[config.mk]
export PLATFORM = sky130hd
export DESIGN_NAME = life_keys_flat
export DESIGN_NICKNAME = d
export VERILOG_FILES = /design/src/rtl/life_keys_if.sv /design/src/rtl/life_keys.sv /design/src/flat_wrapper.sv
export SDC_FILE = /design/constraint.sdc
export NUM_CORES = 1
export LEC_CHECK = 0
export CAP_MARGIN = 20
export CORE_MARGIN = 2
export CORE_UTILIZATION = 65
export DETAILED_ROUTE_END_ITERATION = 7
export GPL_ROUTABILITY_DRIVEN = 0
export PLACE_DENSITY = 0.83
export RECOVER_POWER = 25
export SYNTH_ARGS = -nofsm -noshare
export SYNTH_HDL_FRONTEND = slang
export SYNTH_SLANG_ARGS = --single-unit
[constraint.sdc]
create_clock -name clk -period 3.9 [get_ports clk]
set_input_delay 1.17 -clock clk [delete_from_list [all_inputs] [get_ports clk]]
set_output_delay 1.17 -clock clk [all_outputs]
set_load 0.02 [all_outputs]
[src/rtl/life_keys_if.sv]
// Key interface between the board pins and the life core.
// The producer (life_keys) takes raw buttons in and drives the strobes out.
interface life_keys_if;
    logic [5:0] btn_raw;
    logic       key_nxt;
    logic       key_flip;
    logic       key_down;
    logic       key_up;
    logic       key_left;
    logic       key_right;

    modport master (
        input  btn_raw,
        output key_nxt, key_flip, key_down, key_up, key_left, key_right
    );

    modport slave (
        output btn_raw,
        input  key_nxt, key_flip, key_down, key_up, key_left, key_right
    );
endinterface

[src/rtl/life_keys.sv]
// Six independent button channels: synchronizer, debounce filter,
// press edge detector and auto-repeat FSM, each producing a one-cycle strobe.
module life_keys #(
    parameter int unsigned CNT_W       = 25,
    parameter int unsigned DEB_CYCLES  = 500000,
    parameter int unsigned REP_DELAY   = 25000000,
    parameter int unsigned REP_RATE    = 6250000,
    parameter logic [5:0]  REPEAT_MASK = 6'b111101
) (
    input  logic            clk,
    input  logic            rst,
    life_keys_if.master     bus
);

    localparam int unsigned N_CH = 6;
    localparam logic [CNT_W-1:0] DEB_MAX  = CNT_W'(DEB_CYCLES - 1);
    localparam logic [CNT_W-1:0] DLY_MAX  = CNT_W'(REP_DELAY - 1);
    localparam logic [CNT_W-1:0] RATE_MAX = CNT_W'(REP_RATE - 1);

    typedef enum logic [1:0] {
        ST_IDLE   = 2'd0,
        ST_HOLD   = 2'd1,
        ST_REPEAT = 2'd2
    } state_t;

    logic [N_CH-1:0] w_keys;

    for (genvar g = 0; g < N_CH; g++) begin : g_ch
        logic             r_s1;
        logic             r_s2;
        logic             r_stable;
        logic [CNT_W-1:0] r_dcnt;
        logic [CNT_W-1:0] r_rcnt;
        logic             r_key;
        state_t           r_state;

        logic w_deb_done;
        logic w_stable_nxt;
        logic w_rise;
        logic w_fall;

        // Edges are taken on the value stable is about to load, so the strobe
        // is registered on the same edge that stable changes.
        assign w_deb_done   = (r_s2 != r_stable) && (r_dcnt == DEB_MAX);
        assign w_stable_nxt = w_deb_done ? r_s2 : r_stable;
        assign w_rise       = w_stable_nxt & ~r_stable;
        assign w_fall       = ~w_stable_nxt & r_stable;

        always_ff @(posedge clk) begin
            if (rst) begin
                r_s1     <= 1'b0;
                r_s2     <= 1'b0;
                r_stable <= 1'b0;
                r_dcnt   <= '0;
                r_rcnt   <= '0;
                r_key    <= 1'b0;
                r_state  <= ST_IDLE;
            end else begin
                r_s1     <= bus.btn_raw[g];
                r_s2     <= r_s1;
                r_stable <= w_stable_nxt;

                if ((r_s2 == r_stable) || w_deb_done) begin
                    r_dcnt <= '0;
                end else begin
                    r_dcnt <= r_dcnt + CNT_W'(1);
                end

                r_key <= 1'b0;
                // Release has priority over any strobe on the same edge.
                if (w_fall) begin
                    r_state <= ST_IDLE;
                    r_rcnt  <= '0;
                end else begin
                    case (r_state)
                        ST_IDLE: begin
                            if (w_rise) begin
                                r_key   <= 1'b1;
                                r_rcnt  <= '0;
                                r_state <= ST_HOLD;
                            end
                        end
                        ST_HOLD: begin
                            // With repeat masked off, HOLD acts as a silent wait: counter frozen.
                            if (REPEAT_MASK[g]) begin
                                if (r_rcnt == DLY_MAX) begin
                                    r_key   <= 1'b1;
                                    r_rcnt  <= '0;
                                    r_state <= ST_REPEAT;
                                end else begin
                                    r_rcnt <= r_rcnt + CNT_W'(1);
                                end
                            end
                        end
                        ST_REPEAT: begin
                            if (r_rcnt == RATE_MAX) begin
                                r_key  <= 1'b1;
                                r_rcnt <= '0;
                            end else begin
                                r_rcnt <= r_rcnt + CNT_W'(1);
                            end
                        end
                        default: begin
                            r_state <= ST_IDLE;
                            r_rcnt  <= '0;
                        end
                    endcase
                end
            end
        end

        assign w_keys[g] = r_key;
    end

    assign bus.key_nxt   = w_keys[0];
    assign bus.key_flip  = w_keys[1];
    assign bus.key_down  = w_keys[2];
    assign bus.key_up    = w_keys[3];
    assign bus.key_left  = w_keys[4];
    assign bus.key_right = w_keys[5];

endmodule

[src/flat_wrapper.sv]
// flat-port wrapper written by rule: the top's interface ports become plain ports
module life_keys_flat 
#(
    parameter int unsigned CNT_W       = 25,
    parameter int unsigned DEB_CYCLES  = 500000,
    parameter int unsigned REP_DELAY   = 25000000,
    parameter int unsigned REP_RATE    = 6250000,
    parameter logic [5:0]  REPEAT_MASK = 6'b111101
)
  (clk, rst, bus_btn_raw, bus_key_nxt, bus_key_flip, bus_key_down, bus_key_up, bus_key_left, bus_key_right);
  life_keys_if bus_i ();
  input  logic clk;
  input  logic rst;
  input wire logic [$bits(bus_i.btn_raw)-1:0] bus_btn_raw;
  output wire logic [$bits(bus_i.key_nxt)-1:0] bus_key_nxt;
  output wire logic [$bits(bus_i.key_flip)-1:0] bus_key_flip;
  output wire logic [$bits(bus_i.key_down)-1:0] bus_key_down;
  output wire logic [$bits(bus_i.key_up)-1:0] bus_key_up;
  output wire logic [$bits(bus_i.key_left)-1:0] bus_key_left;
  output wire logic [$bits(bus_i.key_right)-1:0] bus_key_right;
  assign bus_i.btn_raw = bus_btn_raw;
  assign bus_key_nxt = bus_i.key_nxt;
  assign bus_key_flip = bus_i.key_flip;
  assign bus_key_down = bus_i.key_down;
  assign bus_key_up = bus_i.key_up;
  assign bus_key_left = bus_i.key_left;
  assign bus_key_right = bus_i.key_right;
  life_keys #(.CNT_W(CNT_W), .DEB_CYCLES(DEB_CYCLES), .REP_DELAY(REP_DELAY), .REP_RATE(REP_RATE), .REPEAT_MASK(REPEAT_MASK)) u_core (.clk(clk), .rst(rst), .bus(bus_i));
endmodule
# After elaboration in Yosys (flattened, before gate mapping)
# Cells that the tools add are included.
word_totals:
  output_inout_bits: 6
  reg_bits: 336
  inputBits: 8
  elab_cells: 244
op_classes:
  eq_ne: 52
  n_reduce_logical: 38
  bitwise: 31
  muxes: 69
  n_addsub: 12
op_table:
  columns: ["operator", "count"]
  rows:
  - ["one-hot mux 25 bit (3 select lines)", 6]
  - ["two-way mux 25 bit", 17]
  - ["adder 25 x 1 -> 25 bit, second input constant", 12]
  - ["equality test 25 x 19 -> 1 bit, second input constant", 6]
  - ["equality test 25 x 23 -> 1 bit, second input constant", 6]
  - ["equality test 25 bit, second input constant", 5]
  - ["one-hot mux 2 bit (3 select lines)", 5]
  - ["OR reduction 2 bit", 13]
  - ["two-way mux 1 bit", 23]
  - ["two-way mux 2 bit", 11]
  - ["!= test 2 x 1 -> 1 bit, second input constant", 11]
  - ["NOT 1 bit", 19]
  - ["one-hot mux 1 bit (3 select lines)", 5]
  - ["AND reduction 3 bit", 5]
  - ["AND 1 bit", 12]
  - ["equality test 2 x 1 -> 1 bit, second input constant", 6]
  - ["equality test 2 bit, second input constant", 6]
  - ["logical NOT 2 bit", 6]
  - ["equality test 1 bit", 6]
  - ["logical AND 1 bit", 6]
  - ["logical OR 1 bit", 6]
  - ["!= test 1 bit", 6]
  - ["one-hot mux 2 bit (2 select lines)", 1]
  - ["AND reduction 2 bit", 2]
  - ["one-hot mux 1 bit (2 select lines)", 1]

# Depth between registers and ports, before layout
logic_depth:
  word_depth: 6
  mapped_depth: 9
  ltp_nobuf: 7

# Worst setup path after synthesis
# OpenSTA, ideal clock, no wires.
synth_timing:
  kind: "in2reg"
  from: "input rst"
  to: "register u_core.g_ch[5].r_rcnt[10]"
  cell_stages: 7
  path_slack_ns: 1.135
  setup_ns: 0.106
  required_time_ns: 3.794
  path_buffers: 2
  arrival_time_ns: 2.659
  path_cell_list: "clkbuf_1 > inv_1 > o41ai_1 > a211oi_2 > nand2_1 > buf_2 > o311ai_0"
synth_via:
  elab_chain_len: 1
synth_rtl:
  columns: ["element", "line", "rtl"]
  rows:
  - ["from (decl)", "flat_wrapper.sv:13", "input logic rst;"]
  - ["OR reduction 2 bit (no line)", null, null]
  - ["to (signal assigned)", "life_keys.sv:91", "r_rcnt <= r_rcnt + CNT_W'(1);"]
  - ["to (signal assigned)", "life_keys.sv:100", "r_rcnt <= r_rcnt + CNT_W'(1);"]
  - ["to (decl)", "life_keys.sv:33", "logic [CNT_W-1:0] r_rcnt;"]
# Every way passes these cells.
# A chain may end at the register's enable or synchronous reset.

# Worst setup path after layout
layout_timing:
  from: "input rst"
  to: "register u_core.g_ch[1].r_dcnt[13]"
layout_via:
  elab_chain_len: 1
layout_rtl:
  columns: ["element", "line", "rtl"]
  rows:
  - ["OR reduction 2 bit (no line)", null, null]
  - ["to (signal assigned)", "life_keys.sv:66", "r_dcnt <= r_dcnt + CNT_W'(1);"]
  - ["to (decl)", "life_keys.sv:32", "logic [CNT_W-1:0] r_dcnt;"]
# Every way passes these cells.

==> flow_summary.toml <==
[route]
vias_per_cell = 6.129
first_pass_iters = 5
drt_iter0_drc = 854
vias = 13260
detail-route-antenna-nets = 0
wl_per_cell_um = 15.39
drc = 0
routed_wl_mm = 33.28

[pwr]
vdd_drop_max_uv = 384.0
power_leakage_nw = 5.374
power_density_mw_per_mm2 = 387.9
power_mw = 6.535

[clock_network]
tritoncts = "built"
cts_resized = 0
htree_levels = 2
cts_buffers = 34
hold_buffers = 0
ctsRootBufferMaster = "clkbuf_16"
postCtsSetupRepairBufs = 0
cts.clk_slew.worst_paths_ps = 60
clock_path_buffers = 3
clkLatencyLatePin_ps = 520
cts_sinks = 310

[setup_path]
cp_max_fo = 26
ff2ff_path_depth = 5
criticalPathCategory = "in2reg"
crit_required_ps = 4260
reg2reg_slack_ps = 870
cp-start-kind = "input port"
r2r-start = "u_core.g_ch[0].r_dcnt[6]$_SDFF_PP0_"
r2r_end = "u_core.g_ch[0].r_dcnt[8]$_SDFF_PP0_"
end_kind = "flop"
cp.arrival_ps = 3700

[global_routing]
grt_first_pass_wirelength_mm = 56.66
antenna_found_initial = 0
grt_remaining_overflow = 0
grt_max_degree = 31
grt.total_usage_pct = 26.83
grt_pass1_vias = 12630

[logic_synthesis]
synth_cells = 1818
synth_seq_cells = 310
ys_warn_count = 0
synth_top_cell_area_share_pct = 40.51
synth_area_leaders = "dfxtp_1 (41%), nor2_1 (6.6%), xor2_1 (5.3%)"
synth_flop_cell = "dfxtp_1"
synth_async_sr_flop_share_pct = 0
yosys.area.top_type = "dfxtp_1"
seq_area_frac_synth_pct = 40.51
synth_cell_types = 83
synthesis.nets = 1857
synth_area_per_cell_um2 = 8.427
synth_area_mm2 = 0.01532
synth_edf_count = 0

[placed_design]
portBuffers = 13
post-dp-hpwl_mm = 21.88

[floorplanning]
core_area_mm2 = 0.02333
initial_core_util_pct = 65.66
fp.dieW_um = 157.5
rows = 56
dieHeight_um = 157.5
io_pins = 14
dieArea_mm2 = 0.02481

[cells_and_area]
final_nets = 1858
drive_gt1_share_pct = 5.640
antenna_cells = 0
area_growth_syn_to_layout_pct = 9.981

[sta]
slew_violations = 0
fmax_mhz = 299.5
finalSetupViolCount = 0
period_share_pct = 85.62
rsz0062_at_grt = "false"
maxSlewHeadroom_pct = 3.353
skew_ps = 23.90
tightestPinTransition_ps = 1450
period_minus_slack_ps = 3339
report.final.hold_viol_count = 0
finalSetupTns_ps = 0

[status]
outcome = "finished clean"

[worst_hold_path]
min_path_type = "reg2reg"
holdPathStages = 1
hold_end = "u_core.g_ch[0].r_s2$_SDFF_PP0_"
hp-start = "u_core.g_ch[0].r_s1$_SDFF_PP0_"

[run]
maxCapViolations = 0
## critical path: stages
cell           delay (ps)
dlygate4sd3_1         540
clkbuf_1             1060
or3_1                 790
nor2_1                130
## metal layers
layer / GRT usage [%] / vias up / part of all wire (%)
li1: - / 6579 / -
met1: 33.85 / 6293 / 45
met2: 47.12 / 314 / 49
met3: 3.607 / 72 / 4.3
met4: 9.177 / 0 / 2.2
met5: 0 / - / 0
## worst max-delay path by stage
stage | cells after the start | endpoint | startpoint
after floorplan | 7 | u_core.g_ch[5].r_rcnt[10]$_SDFFE_PP0P_ | rst
after global placement | 6 | u_core.g_ch[5].r_rcnt[13]$_SDFFE_PP0P_ | rst
after detailed placement | 6 | u_core.g_ch[5].r_rcnt[22]$_SDFFE_PP0P_ | rst
after CTS | 6 | u_core.g_ch[5].r_rcnt[22]$_SDFFE_PP0P_ | rst
after global routing | 4 | u_core.g_ch[1].r_dcnt[13]$_SDFF_PP0_ | rst
final | 4 | u_core.g_ch[1].r_dcnt[13]$_SDFF_PP0_ | rst
## final cells by class
class                   count  area [um2]
inverters                  49       183.9
clock inverters            18       202.7
repair buffers             33       270.3
multi-input cells        1391        8641
fillers                  1808        6484
clock buffers              43       945.9
flip-flops and latches    310        6206
well taps                 319       399.1
## per-stage QoR
stage	hold WS, ps	std cells	util (%)	area (um2)	setup WS (ps)
floorplan	413.0	1818	-	15320	1135
global placement	420.5	2100	67.39	15720	301.1
detailed placement	428.2	2100	67.39	15720	219.9
CTS	441.4	2161	72.31	16870	740.6
global route	453.6	2163	72.21	16850	360.5
finish	439.0	2163	72.21	16850	560.7
## kinds of logic after synthesis
kind of cell             count (synthesis)  synth area share, %
AO/OA/AOI/OAI                          244                12.33
XOR/XNOR                               165                9.433
adder cells (fa/ha/maj)                 31                2.532
buffers and inverters                  117                3.095
flip-flops                             310                40.51
multiplexers                             6               0.3920
AND/OR/NAND/NOR                        945                31.71
## cell usage after synthesis (all sizes together), types with 6 or more instances
cell / count
nand4b: 10
nand4: 95
xnor2: 72
a21oi: 37
a211o: 12
and3: 61
buf: 16
or4: 18
ha: 31
nor3b: 6
xor2: 93
mux2i: 6
o21ai: 27
o31ai: 30
nand2: 141
a22oi: 25
a211oi: 12
nor2: 269
nor4: 33
o41ai: 14
o21a: 9
nor3: 55
nand3: 140
inv: 49
nor4b: 14
o311ai: 10
a31oi: 17
and2: 14
and4: 13
nand2b: 16
o41a: 7
dfxtp: 310
or3: 21
clkbuf: 52
nor2b: 17
## cells in the final DEF (no fill, tap or decap), types with 49 or more instances in the layout
| cell type | count |
|---|---|
| xnor2_1 | 72 |
| nor3_1 | 53 |
| nand2_1 | 140 |
| nor2_1 | 268 |
| inv_1 | 49 |
| nand3_1 | 140 |
| xor2_1 | 93 |
| nand4_1 | 95 |
| dfxtp_1 | 310 |
| and3_1 | 61 |
## power by group
group	internal (mW)	switching (mW)	total (mW)
combinational	0.0269	0.0626	0.0895
clock	1.94	1.32	3.27
sequential	3.17	0.00584	3.18
## flip-flops by register name, summed over array words and instances, names as in the netlist, 6 cells and up
| register | flops |
|---|---|
| u_core.g_ch.r_dcnt | 150 |
| u_core.g_ch.r_s1 | 6 |
| u_core.g_ch.r_rcnt | 125 |
| u_core.g_ch.r_stable | 6 |
| u_core.g_ch.r_state | 11 |
| u_core.g_ch.r_s2 | 6 |
Note: power is estimated with default switching activity, not from simulation.
